==> config.mk <==
export PLATFORM = sky130hd
export DESIGN_NAME = lfsr_seq_ctrl
export DESIGN_NICKNAME = d
export VERILOG_FILES = /design/src/rtl/lfsr_seq_ctrl.sv
export SDC_FILE = /design/constraint.sdc
export NUM_CORES = 1
export LEC_CHECK = 0
export CORE_MARGIN = 2
export CORE_UTILIZATION = 49
export DETAILED_ROUTE_END_ITERATION = 7
export PLACE_DENSITY = 0.82
export SYNTH_ARGS = -nofsm -noshare
export SYNTH_HDL_FRONTEND = slang
export SYNTH_SLANG_ARGS = --single-unit
export TNS_END_PERCENT = 5
==> constraint.sdc <==
create_clock -name clk -period 7.7 [get_ports clk]
set_clock_uncertainty 0.05 [all_clocks]
set_input_delay 0.77 -clock clk [delete_from_list [all_inputs] [get_ports clk]]
set_output_delay 0.77 -clock clk [all_outputs]
set_load 0.01 [all_outputs]
==> src/rtl/lfsr_seq_ctrl.sv <==
// Sequencing controller for the 8-bit LFSR datapath: seeding, run/pause/single-step,
// step-rate prescaler and all-zero lockup recovery. All outputs are registered.
module lfsr_seq_ctrl #(
    parameter int WIDTH = 8,
    parameter int DIV_W = 16,
    parameter int CNT_W = 16
) (
    input  logic             clk,
    input  logic             rst_n,
    input  logic             ena,
    input  logic             start_i,
    input  logic             stop_i,
    input  logic             single_i,
    input  logic             load_i,
    input  logic [WIDTH-1:0] seed_i,
    input  logic [DIV_W-1:0] div_i,
    input  logic [WIDTH-1:0] lfsr_q,
    output logic             lfsr_load,
    output logic [WIDTH-1:0] lfsr_seed,
    output logic             lfsr_step,
    output logic [1:0]       state_o,
    output logic             lockup,
    output logic [CNT_W-1:0] step_cnt
);

    typedef enum logic [1:0] {
        IDLE    = 2'd0,
        RUN     = 2'd1,
        PAUSE   = 2'd2,
        RECOVER = 2'd3
    } state_t;

    localparam logic [WIDTH-1:0] SEED_ONE = {{(WIDTH-1){1'b0}}, 1'b1};

    state_t             state, state_n;
    state_t             prev_state, prev_state_n;
    logic [DIV_W-1:0]   div_reg, div_reg_n;
    logic [DIV_W-1:0]   presc, presc_n;
    logic               single_q;
    logic               load_d;
    logic               load_n, step_n, lockup_n;
    logic [WIDTH-1:0]   seed_n;
    logic [CNT_W-1:0]   cnt_n;
    logic               single_rise;
    logic               lock_det;

    assign single_rise = single_i & ~single_q;

    // lfsr_q only reflects a load one cycle after the strobe, so both the strobe
    // cycle and the one after it are excluded from the all-zero check.
    assign lock_det = ((state == RUN) || (state == PAUSE)) && (lfsr_q == '0)
                      && !lfsr_load && !load_d && !load_i;

    always_comb begin
        state_n      = state;
        prev_state_n = prev_state;
        div_reg_n    = div_reg;
        presc_n      = presc;
        load_n       = 1'b0;
        step_n       = 1'b0;
        seed_n       = lfsr_seed;
        lockup_n     = lockup;
        cnt_n        = step_cnt;

        if (state == RECOVER) begin
            state_n = prev_state;
        end else if (load_i) begin
            seed_n   = (seed_i == '0) ? SEED_ONE : seed_i;
            load_n   = 1'b1;
            cnt_n    = '0;
            lockup_n = 1'b0;
            presc_n  = div_reg;
        end else if (lock_det) begin
            prev_state_n = state;
            state_n      = RECOVER;
            lockup_n     = 1'b1;
            load_n       = 1'b1;
        end else begin
            unique case (state)
                IDLE: begin
                    if (stop_i) begin
                        state_n = IDLE;
                    end else if (single_rise) begin
                        step_n = 1'b1;
                    end else if (start_i) begin
                        state_n   = RUN;
                        div_reg_n = div_i;
                        presc_n   = div_i;
                    end
                end
                RUN: begin
                    if (stop_i) begin
                        state_n = PAUSE;
                    end else if (presc == '0) begin
                        step_n  = 1'b1;
                        presc_n = div_reg;
                    end else begin
                        presc_n = presc - DIV_W'(1);
                    end
                end
                PAUSE: begin
                    if (stop_i) begin
                        state_n = PAUSE;
                    end else if (single_rise) begin
                        step_n = 1'b1;
                    end else if (start_i) begin
                        state_n = RUN;
                    end
                end
                default: state_n = state;
            endcase
        end

        if (step_n) begin
            cnt_n = step_cnt + CNT_W'(1);
        end
    end

    always_ff @(posedge clk) begin
        if (!rst_n) begin
            state      <= IDLE;
            prev_state <= IDLE;
            div_reg    <= '0;
            presc      <= '0;
            single_q   <= 1'b0;
            load_d     <= 1'b0;
            lfsr_load  <= 1'b0;
            lfsr_step  <= 1'b0;
            lfsr_seed  <= SEED_ONE;
            lockup     <= 1'b0;
            step_cnt   <= '0;
        end else if (ena) begin
            state      <= state_n;
            prev_state <= prev_state_n;
            div_reg    <= div_reg_n;
            presc      <= presc_n;
            single_q   <= single_i;
            load_d     <= lfsr_load;
            lfsr_load  <= load_n;
            lfsr_step  <= step_n;
            lfsr_seed  <= seed_n;
            lockup     <= lockup_n;
            step_cnt   <= cnt_n;
        end else begin
            lfsr_load <= 1'b0;
            lfsr_step <= 1'b0;
        end
    end

    assign state_o = state;

endmodule

==> results_dict.tcl, run 1 <==
set metrics [dict create \
    synth_flop_cell "dfxtp_1" \
    max_slew.worst_pin.slew_ps 1030 \
    synth.most_common_cell "dfxtp_1" \
    syn_area_per_cell_um2 8.36 \
    globalplace.congestion 0.837 \
    die_width_um 88.9 \
    place_area_um2 4250 \
    numCtsBuffers 9 \
    worstHoldStart "lfsr_seed[2]$_SDFFE_PN0P_" \
    regToRegStartpoint "state_o[0]$_SDFFE_PN0P_" \
    finalSetupTns_ps 0 \
    synth_commonest_cells "dfxtp_1 (65), nand2_1 (48), nor2_1 (36), o21ai_0 (26), nor2b_1 (23)" \
    grt_max_degree 56 \
    grt_overflow 0 \
    vias_per_cell 5.73 \
    syn_area_um2 3530 \
    antenna_found_initial 0 \
    yosys.cell_types.count 54 \
    numPortBuffers 67 \
    cp-end-kind "flip-flop" \
    power_density_nw_per_um2 169 \
    postSynthCellCount 423 \
    crit_path_max_fanout 16 \
    cpPeakStageDelay_ps 900 \
    synth_nets 470 \
    fin_cells 582 \
    coreArea_um2 6870 \
    diodes 0 \
    hold-worst-slack_ps 423 \
    slowest_stage "and3_1" \
    yosys.area.top_type "dfxtp_1" \
    num-fill-cells 588 \
    ys_ff_latch 65 \
    start_kind "flip-flop" \
    cts_buffer_depth 2 \
    cts_resized 0 \
    peakVddDrop_v 0.0000898 \
    area_growth_pct 25.2 \
    yosysWarnings 0 \
    dieArea_um2 7910 \
    cts.sink_count 65 \
    leakage_nw 1.48 \
    yosysSeqAreaShare_pct 36.8 \
    start_util_pct 51.5 \
    die_h_um 88.9 \
    worstPathCellList "inv_1 > ha_1 > nor4b_1 > and3_1 > nor2_1 > and3_1 > mux2i_1 > nor2b_1" \
    setup_viol 0 \
    drt_iter0_markers 208 \
    crit_type "reg -> reg" \
    critPathRequiredTime_ps 7890 \
    outcome "complete, no violations" \
    ctsRootBufferMaster "clkbuf_8" \
    layout_min_cycle_time_ps 3090 \
    rows 30 \
    cts_tree "yes" \
    synth_enable_flop_cells 0 \
    finalHoldViolCount 0 \
    dp.cells 566 \
    crit_arrival_ps 3280 \
    clkSlewWorstSetupHoldPaths_ps 70 \
    finalNetCount 528 \
    layout_setup_ws_ps 4610 \
    crit_path_frequent_cell "and3_1" \
    synthArstFlopShare_pct 0 \
    track_usage_pct 23.1 \
    startpoint "state_o[0]$_SDFFE_PN0P_" \
    rsz0062_at_grt "false" \
    vias 3337 \
    min_path_type "reg -> reg" \
    drive_above_1_share_pct 5.14 \
    final_cell_area_um2 4430 \
    drv_cap 0 \
    slew_headroom_pct 31.1 \
    postCtsHoldBufs 0 \
    yosysTopAreaCellShare_pct 36.8 \
    clk_latency_ps 350 \
    first_global_vias 3249 \
    dp_hpwl_um 6300 \
    dpl_worst_slack_ps 4370 \
    wirelength_um 8980 \
    drv_slew 0 \
    fmax_mhz 323 \
    ant_nets 0 \
    fin_crit_sh_pct 40.2 \
    drtPass1Iterations 5 \
    drc_errors 0 \
    post_cts.repair.setup_buffers 0 \
    synthTopCellsByArea "dfxtp_1 (37%), mux2i_1 (5.7%), nand2_1 (5.1%), nor2b_1 (4.1%), nor2_1 (3.8%)" \
    grt_pass1_wl_um 14400 \
    wl_per_cell_um 15.4 \
    pin_count 68 \
    ctsHtreeMaxLevel 3 \
]
worst max-delay path: cells and delay by family (launching register included):
| family | cells | cell delay [ps] |
|---|---|---|
| mux | 1 | 270 |
| buf+inv | 1 | 130 |
| simple gates | 5 | 1720 |
| flops | 1 | 460 |
| fa+ha+maj | 1 | 340 |
cell type report:
type                            instances  area, um2  share of cell area, %
Clock inverter                          3       15.0                  0.339
Clock buffer                           13        159                   3.59
Sequential cell                        65       1300                   29.4
Tap cell                               96        120                   2.71
Timing Repair Buffer                   69        686                   15.5
Inverter                               12       45.0                   1.02
Multi-Input combinational cell        324       2100                   47.5
layout by cell type (no fill, tap or decap), drive strengths merged, types with 6 or more instances in the layout:
| master | instances |
|---|---|
| clkdlybuf4s50 | 67 |
| dfxtp | 65 |
| nand2 | 48 |
| nor2 | 37 |
| o21ai | 28 |
| nor2b | 23 |
| mux2i | 20 |
| a21oi | 20 |
| clkbuf | 13 |
| inv | 12 |
| nand3 | 12 |
| nor4 | 10 |
| o211ai | 9 |
| xor2 | 9 |
| a21boi | 9 |
| ha | 8 |
| or3 | 7 |
| xnor2 | 7 |
| o31ai | 6 |
| a221oi | 6 |
| o22ai | 6 |
| nor3 | 6 |
metrics by stage:
stage | power, mW | utilization [%]
floorplan | 0.442 | -
global placement | 0.484 | 61.9
detailed placement | 0.487 | 61.9
CTS | 0.750 | 64.4
finish | 0.747 | 64.4
global route | 0.777 | 64.4
cell families after synthesis:
logic type	after synthesis	share of synthesized area, %
mux	20	5.66
buf+inv	34	3.75
compound gates	106	19.8
fa+ha+maj	8	2.83
xor+xnor	16	3.96
flops	65	36.8
simple gates	174	27.2
per-layer routing:
layer / vias up / wire length, um / share of wire, % / GRT usage [%]
met5: - / 0 / 0 / 0
met4: 0 / 137 / 1.5 / 9.91
met3: 14 / 577 / 6.4 / 5.08
met1: 1556 / 3820 / 43 / 27.3
li1: 1644 / - / - / -
met2: 123 / 4440 / 49 / 40.4
worst paths after layout:
check	end	slack, ps	cells after the start
setup / recovery	div_reg[10]$_SDFFE_PN0P_	4610	8
hold / removal	lfsr_seed[2]$_SDFFE_PN0P_	420	2
setup reg to reg	div_reg[10]$_SDFFE_PN0P_	4610	8
hold reg to reg	lfsr_seed[2]$_SDFFE_PN0P_	420	2
where the power goes:
group / switching (mW) / leakage (nW) / internal [mW]
Sequential: 0.0112 / 0.528 / 0.346
Combinational: 0.0670 / 0.864 / 0.0577
Clock: 0.132 / 0.0932 / 0.133
Note: power is estimated with default switching activity, not from simulation.
==> run 2: changes to the inputs <==
Clock period 7.7 ns to 2.97 ns, I/O delays scaled along.
==> run 2 against run 1 <==
Against the previous run:
- highest routed layer unchanged
- global-route usage grew 1.9 points
- non-clock buffer count grew 15
- via count grew 3.2%
- flip-flop and latch count is the same
- count of clock-buffer cells in the layout shrank 2
- critical path type unchanged
- setup slack lost 4500 ps
- largest power group unchanged
- critical endpoint is now presc[11]$_SDFFE_PN0P_
- register-to-register slack lost 4500 ps
- largest cell class unchanged
- wire length grew 5.0%
- sequential power grew to 2.6 times the previous value
- design area grew 3.1%
- core utilization grew 2.0 points
==> results_dict.tcl, run 2 (synthesis results as in run 1) <==
set metrics [dict create \
    outcome "complete, no violations" \
    fmax_mhz 353 \
    dp_hpwl_um 6710 \
    layout_setup_ws_ps 134 \
    drc_errors 0 \
    peakVddDrop_v 0.000260 \
    layout_min_cycle_time_ps 2840 \
    cts_tree "yes" \
    pin_count 68 \
    antenna_found_initial 0 \
    crit_type "reg -> reg" \
    die_h_um 88.9 \
    wl_per_cell_um 15.8 \
    ant_nets 0 \
    die_width_um 88.9 \
    crit_arrival_ps 3060 \
    combPwrFrac_pct 17.5 \
    globalplace.congestion 0.935 \
    diodes 0 \
    drv_cap 0 \
    coreArea_um2 6870 \
    power_density_nw_per_um2 431 \
    rr_worst_depth 8 \
    postCtsHoldBufs 0 \
    rows 30 \
    vias_per_cell 5.77 \
    num-fill-cells 574 \
    swShare_pct 28.6 \
    numCtsBuffers 9 \
    dpl_worst_slack_ps -0.870 \
    p_int_mw 1.40 \
    cts_buffer_depth 2 \
    slowest_stage "o31ai_1" \
    rsz0062_at_grt "true" \
    clkPwrFrac_pct 35.4 \
    ctsRootBufferMaster "clkbuf_8" \
    critPathRequiredTime_ps 3200 \
    p_switching_mw 0.563 \
    track_usage_pct 25.0 \
    cts.sink_count 65 \
    grt_max_degree 23 \
    cp-end-kind "flip-flop" \
    setup_viol 0 \
    first_global_vias 3257 \
    crit_path_max_fanout 8 \
    wirelength_um 9430 \
    slew_headroom_pct 40.3 \
    grt_pass1_wl_um 15500 \
    start_util_pct 51.5 \
    leakage_nw 1.56 \
    drv_slew 0 \
    min_path_type "reg -> reg" \
    vias 3443 \
    fin_crit_sh_pct 95.5 \
    finalNetCount 543 \
    holdPathStages 2 \
    seqPwrFrac_pct 47.1 \
    area_growth_pct 29.1 \
    worstPathCellList "inv_1 > ha_1 > nor4b_1 > and3_1 > o31ai_1 > nand2_1 > a21oi_1 > o21bai_1" \
    ctsHtreeMaxLevel 3 \
    dieArea_um2 7910 \
    clkSlewWorstSetupHoldPaths_ps 70 \
    clk_latency_ps 350 \
    numPortBuffers 67 \
    drtPass1Iterations 5 \
    final_common_cell "clkdlybuf4s50_1" \
    max_slew.worst_pin.slew_ps 888 \
    cpPeakStageDelay_ps 780 \
    final_util_pct 66.4 \
    layout_common_cells "clkdlybuf4s50_1 (67), dfxtp_1 (65), nand2_1 (48)" \
    drive_above_1_share_pct 8.78 \
    start_kind "flip-flop" \
    grt_overflow 0 \
    drt_iter0_markers 204 \
    finalHoldViolCount 0 \
]
## run 2: per-stage QoR
stage	TNS [ps]	power (mW)	hold slack [ps]	cell area [um2]	instances
floorplan	0	1.14	379	3530	423
global placement	0	1.27	390	4370	581
detailed placement	-0.870	1.28	397	4370	581
CTS	0	1.97	412	4550	597
global route	-53.9	2.05	434	4560	597
finish	0	1.97	411	4560	597
## run 2: worst paths after layout
kind	from	to	slack, ps
worst max-delay path	state_o[1]$_SDFFE_PN0P_	presc[11]$_SDFFE_PN0P_	130
worst min-delay path	div_reg[7]$_SDFFE_PN0P_	presc[7]$_SDFFE_PN0P_	410
worst max register to register	state_o[1]$_SDFFE_PN0P_	presc[11]$_SDFFE_PN0P_	130
worst min register to register	div_reg[7]$_SDFFE_PN0P_	presc[7]$_SDFFE_PN0P_	410
## run 2: power by group through the flow
| stage | clock network [mW] | logic [mW] | registers (mW) |
|---|---|---|---|
| final | 0.696 | 0.344 | 0.926 |
| after detailed placement | 0 | 0.334 | 0.945 |
| after global placement | 0 | 0.327 | 0.944 |
| after CTS | 0.709 | 0.338 | 0.925 |
| after global routing | 0.746 | 0.374 | 0.929 |
| after floorplan | 0 | 0.204 | 0.941 |
## run 2: layout make-up
class	instances	area, um2	share of cell area, %
Tap cell	96	120	2.63
Clock buffer	11	151	3.32
Multi-Input combinational cell	324	2120	46.4
Timing Repair Buffer	84	798	17.5
Sequential cell	65	1300	28.5
Inverter	12	45.0	0.987
Clock inverter	5	30.0	0.658
## run 2: metal layers
metal / up-vias / track usage [%] / wire length [um]
met4: 0 / 9.36 / 184
met5: - / 0 / 0
met2: 131 / 43.3 / 4640
met3: 22 / 4.89 / 528
met1: 1614 / 30.8 / 4070
li1: 1676 / - / -
## run 2: what timing repair did
action                     4_1_cts  5_1_grt
buffers inserted                 0        0
setup endpoints to repair        0       17
resized for setup                0        4
## run 2: critical path, delay by kind of cell (launching register included)
| family | cells | cell delay, ps |
|---|---|---|
| buf+inv | 1 | 140 |
| compound gates | 3 | 1110 |
| fa+ha+maj | 1 | 310 |
| simple gates | 3 | 690 |
| flops | 1 | 460 |
==> run 3: changes to the inputs <==
Settings changed: CELL_PAD_IN_SITES_DETAIL_PLACEMENT from default to 0, CELL_PAD_IN_SITES_GLOBAL_PLACEMENT from default to 1, CORE_UTILIZATION 49 to 39, PLACE_DENSITY 0.82 to 0.87.
==> run 3 against run 2 <==
Against the previous run:
- combinational power hardly changed
- cell count grew 2.5%
- total power up 11%
- critical path depth increased by 1
- global-route usage is 5.7 points lower
- sequential power hardly changed
- non-clock buffer count is 3 higher
- worst hold slack better by 3.8 ps
- register-to-register slack improved by 120 ps
- critical path type unchanged
==> results_dict.tcl, run 3 (synthesis results as in run 1) <==
set metrics [dict create \
    drv_slew 0 \
    drc_errors 0 \
    crit_path_max_fanout 10 \
    area_growth_pct 31.6 \
    finalHoldViolCount 0 \
    cts.sink_count 65 \
    grt_pass1_wl_um 15700 \
    grt_max_degree 24 \
    drive_above_1_share_pct 9.33 \
    worstPathCellList "inv_1 > ha_1 > nor4b_1 > and3_1 > buf_4 > nor4_4 > nor2_2 > or4_1 > a21oi_1" \
    pin_count 68 \
    ctsRootBufferMaster "clkbuf_8" \
    seqPwrFrac_pct 42.4 \
    cts_tree "yes" \
    p_switching_mw 0.562 \
    max_slew.worst_pin.slew_ps 654 \
    fmax_mhz 368 \
    first_global_vias 3329 \
    finalSetupTns_ps 0 \
    dp_hpwl_um 6810 \
    crit_type "reg -> reg" \
    antenna_found_initial 0 \
    slew_headroom_pct 56.3 \
    vias 3333 \
    track_usage_pct 19.3 \
    die_width_um 99.2 \
    setup_viol 0 \
    start_util_pct 40.3 \
    layout_min_cycle_time_ps 2720 \
    outcome "complete, no violations" \
    dieArea_um2 9840 \
    min_path_type "reg -> reg" \
    finalNetCount 546 \
    slowest_stage "or4_1" \
    wl_per_cell_um 15.1 \
    diodes 0 \
    p_int_mw 1.62 \
    rows 34 \
    numPortBuffers 67 \
    leakage_nw 1.60 \
    vias_per_cell 5.45 \
    wirelength_um 9240 \
    die_h_um 99.2 \
    critPathRequiredTime_ps 3190 \
    clkSlewWorstSetupHoldPaths_ps 80 \
    start_kind "flip-flop" \
    cp-end-kind "flip-flop" \
    ant_nets 0 \
    peakVddDrop_v 0.000390 \
    clkPwrFrac_pct 41.8 \
    drv_cap 0 \
    clk_latency_ps 340 \
    drt_iter0_markers 133 \
    coreArea_um2 8760 \
    numCtsBuffers 9 \
    ctsHtreeMaxLevel 3 \
    fin_crit_sh_pct 91.4 \
    combPwrFrac_pct 15.8 \
    grt_overflow 0 \
    num-fill-cells 824 \
    crit_family "simple AND/OR/NAND/NOR gates" \
    swShare_pct 25.8 \
    crit_arrival_ps 2940 \
    power_mw 2.18 \
    globalplace.congestion 0.859 \
    layout_common_cells "clkdlybuf4s50_1 (67), dfxtp_1 (64), nand2_1 (48)" \
    cts_buffer_depth 2 \
    final_common_cell "clkdlybuf4s50_1" \
    rsz0062_at_grt "false" \
    crit_buf_inv 2 \
    cpPeakStageDelay_ps 480 \
    drtPass1Iterations 4 \
    power_density_nw_per_um2 469 \
]
## run 3: cell count changes in the layout (fill, tap and decap cells not counted), sizes merged
cell	change
clkinv	-1
buf	+3
clkbuf	-2
bufinv	+3
## run 3: repair_timing
action                                  4_1_cts  5_1_grt
endpoints found under the setup margin        0        4
setup buffers                                 0        0
resized for setup                             0        2
hold buffers                                  0        0
## run 3: layer usage
metal / routed length [um] / vias to the layer above / track usage (%)
met5: 0 / - / 0
met4: 79 / 0 / 5.58
met3: 483 / 7 / 3.72
met2: 4540 / 89 / 33.5
met1: 4130 / 1565 / 24.3
li1: - / 1672 / -
## run 3: worst paths after layout
| kind | from | endpoint | slack, ps | depth (start not counted) |
|---|---|---|---|---|
| hold reg to reg | div_reg[7]$_SDFFE_PN0P_ | presc[7]$_SDFFE_PN0P_ | 410 | 2 |
| hold / removal | div_reg[7]$_SDFFE_PN0P_ | presc[7]$_SDFFE_PN0P_ | 410 | 2 |
| setup / recovery | state_o[1]$_SDFFE_PN0P_ | step_cnt[15]$_SDFFE_PN0P_ | 250 | 9 |
| setup reg to reg | state_o[1]$_SDFFE_PN0P_ | step_cnt[15]$_SDFFE_PN0P_ | 250 | 9 |
## run 3: metrics by stage
stage	area [um2]	cells	setup slack [ps]	hold WS (ps)	util (%)
4_1_cts	4650	612	132	422	53.0
2_1_floorplan	3530	423	377	379	-
3_5_place_dp	4400	596	155	398	50.2
6_report	4650	612	254	415	53.1
5_1_grt	4650	612	53.6	446	53.1
3_3_place_gp	4400	596	325	392	50.2
## run 3: area by class of cell
class	count	area (um2)	area share, %
Timing Repair Buffer	87	821	17.6
Sequential cell	65	1300	28.0
Tap cell	108	135	2.90
Multi-Input combinational cell	324	2110	45.3
Clock inverter	7	119	2.56
Inverter	12	45.0	0.968
Clock buffer	9	124	2.66
## run 3: worst reg2reg max path, cell delays in order, from the launching register on
cell and delay (ps):
dfxtp_1 420, inv_1 120, ha_1 300, nor4b_1 140, and3_1 270, buf_4 220, nor4_4 380, nor2_2 100
or4_1 480, a21oi_1 150
## run 3: power groups by stage
stage | Combinational (mW) | Sequential [mW] | Clock [mW]
final | 0.344 | 0.926 | 0.912
after global placement | 0.336 | 0.944 | 0
after detailed placement | 0.341 | 0.945 | 0
after global routing | 0.378 | 0.929 | 0.973
after floorplan | 0.204 | 0.941 | 0
after CTS | 0.343 | 0.925 | 0.933
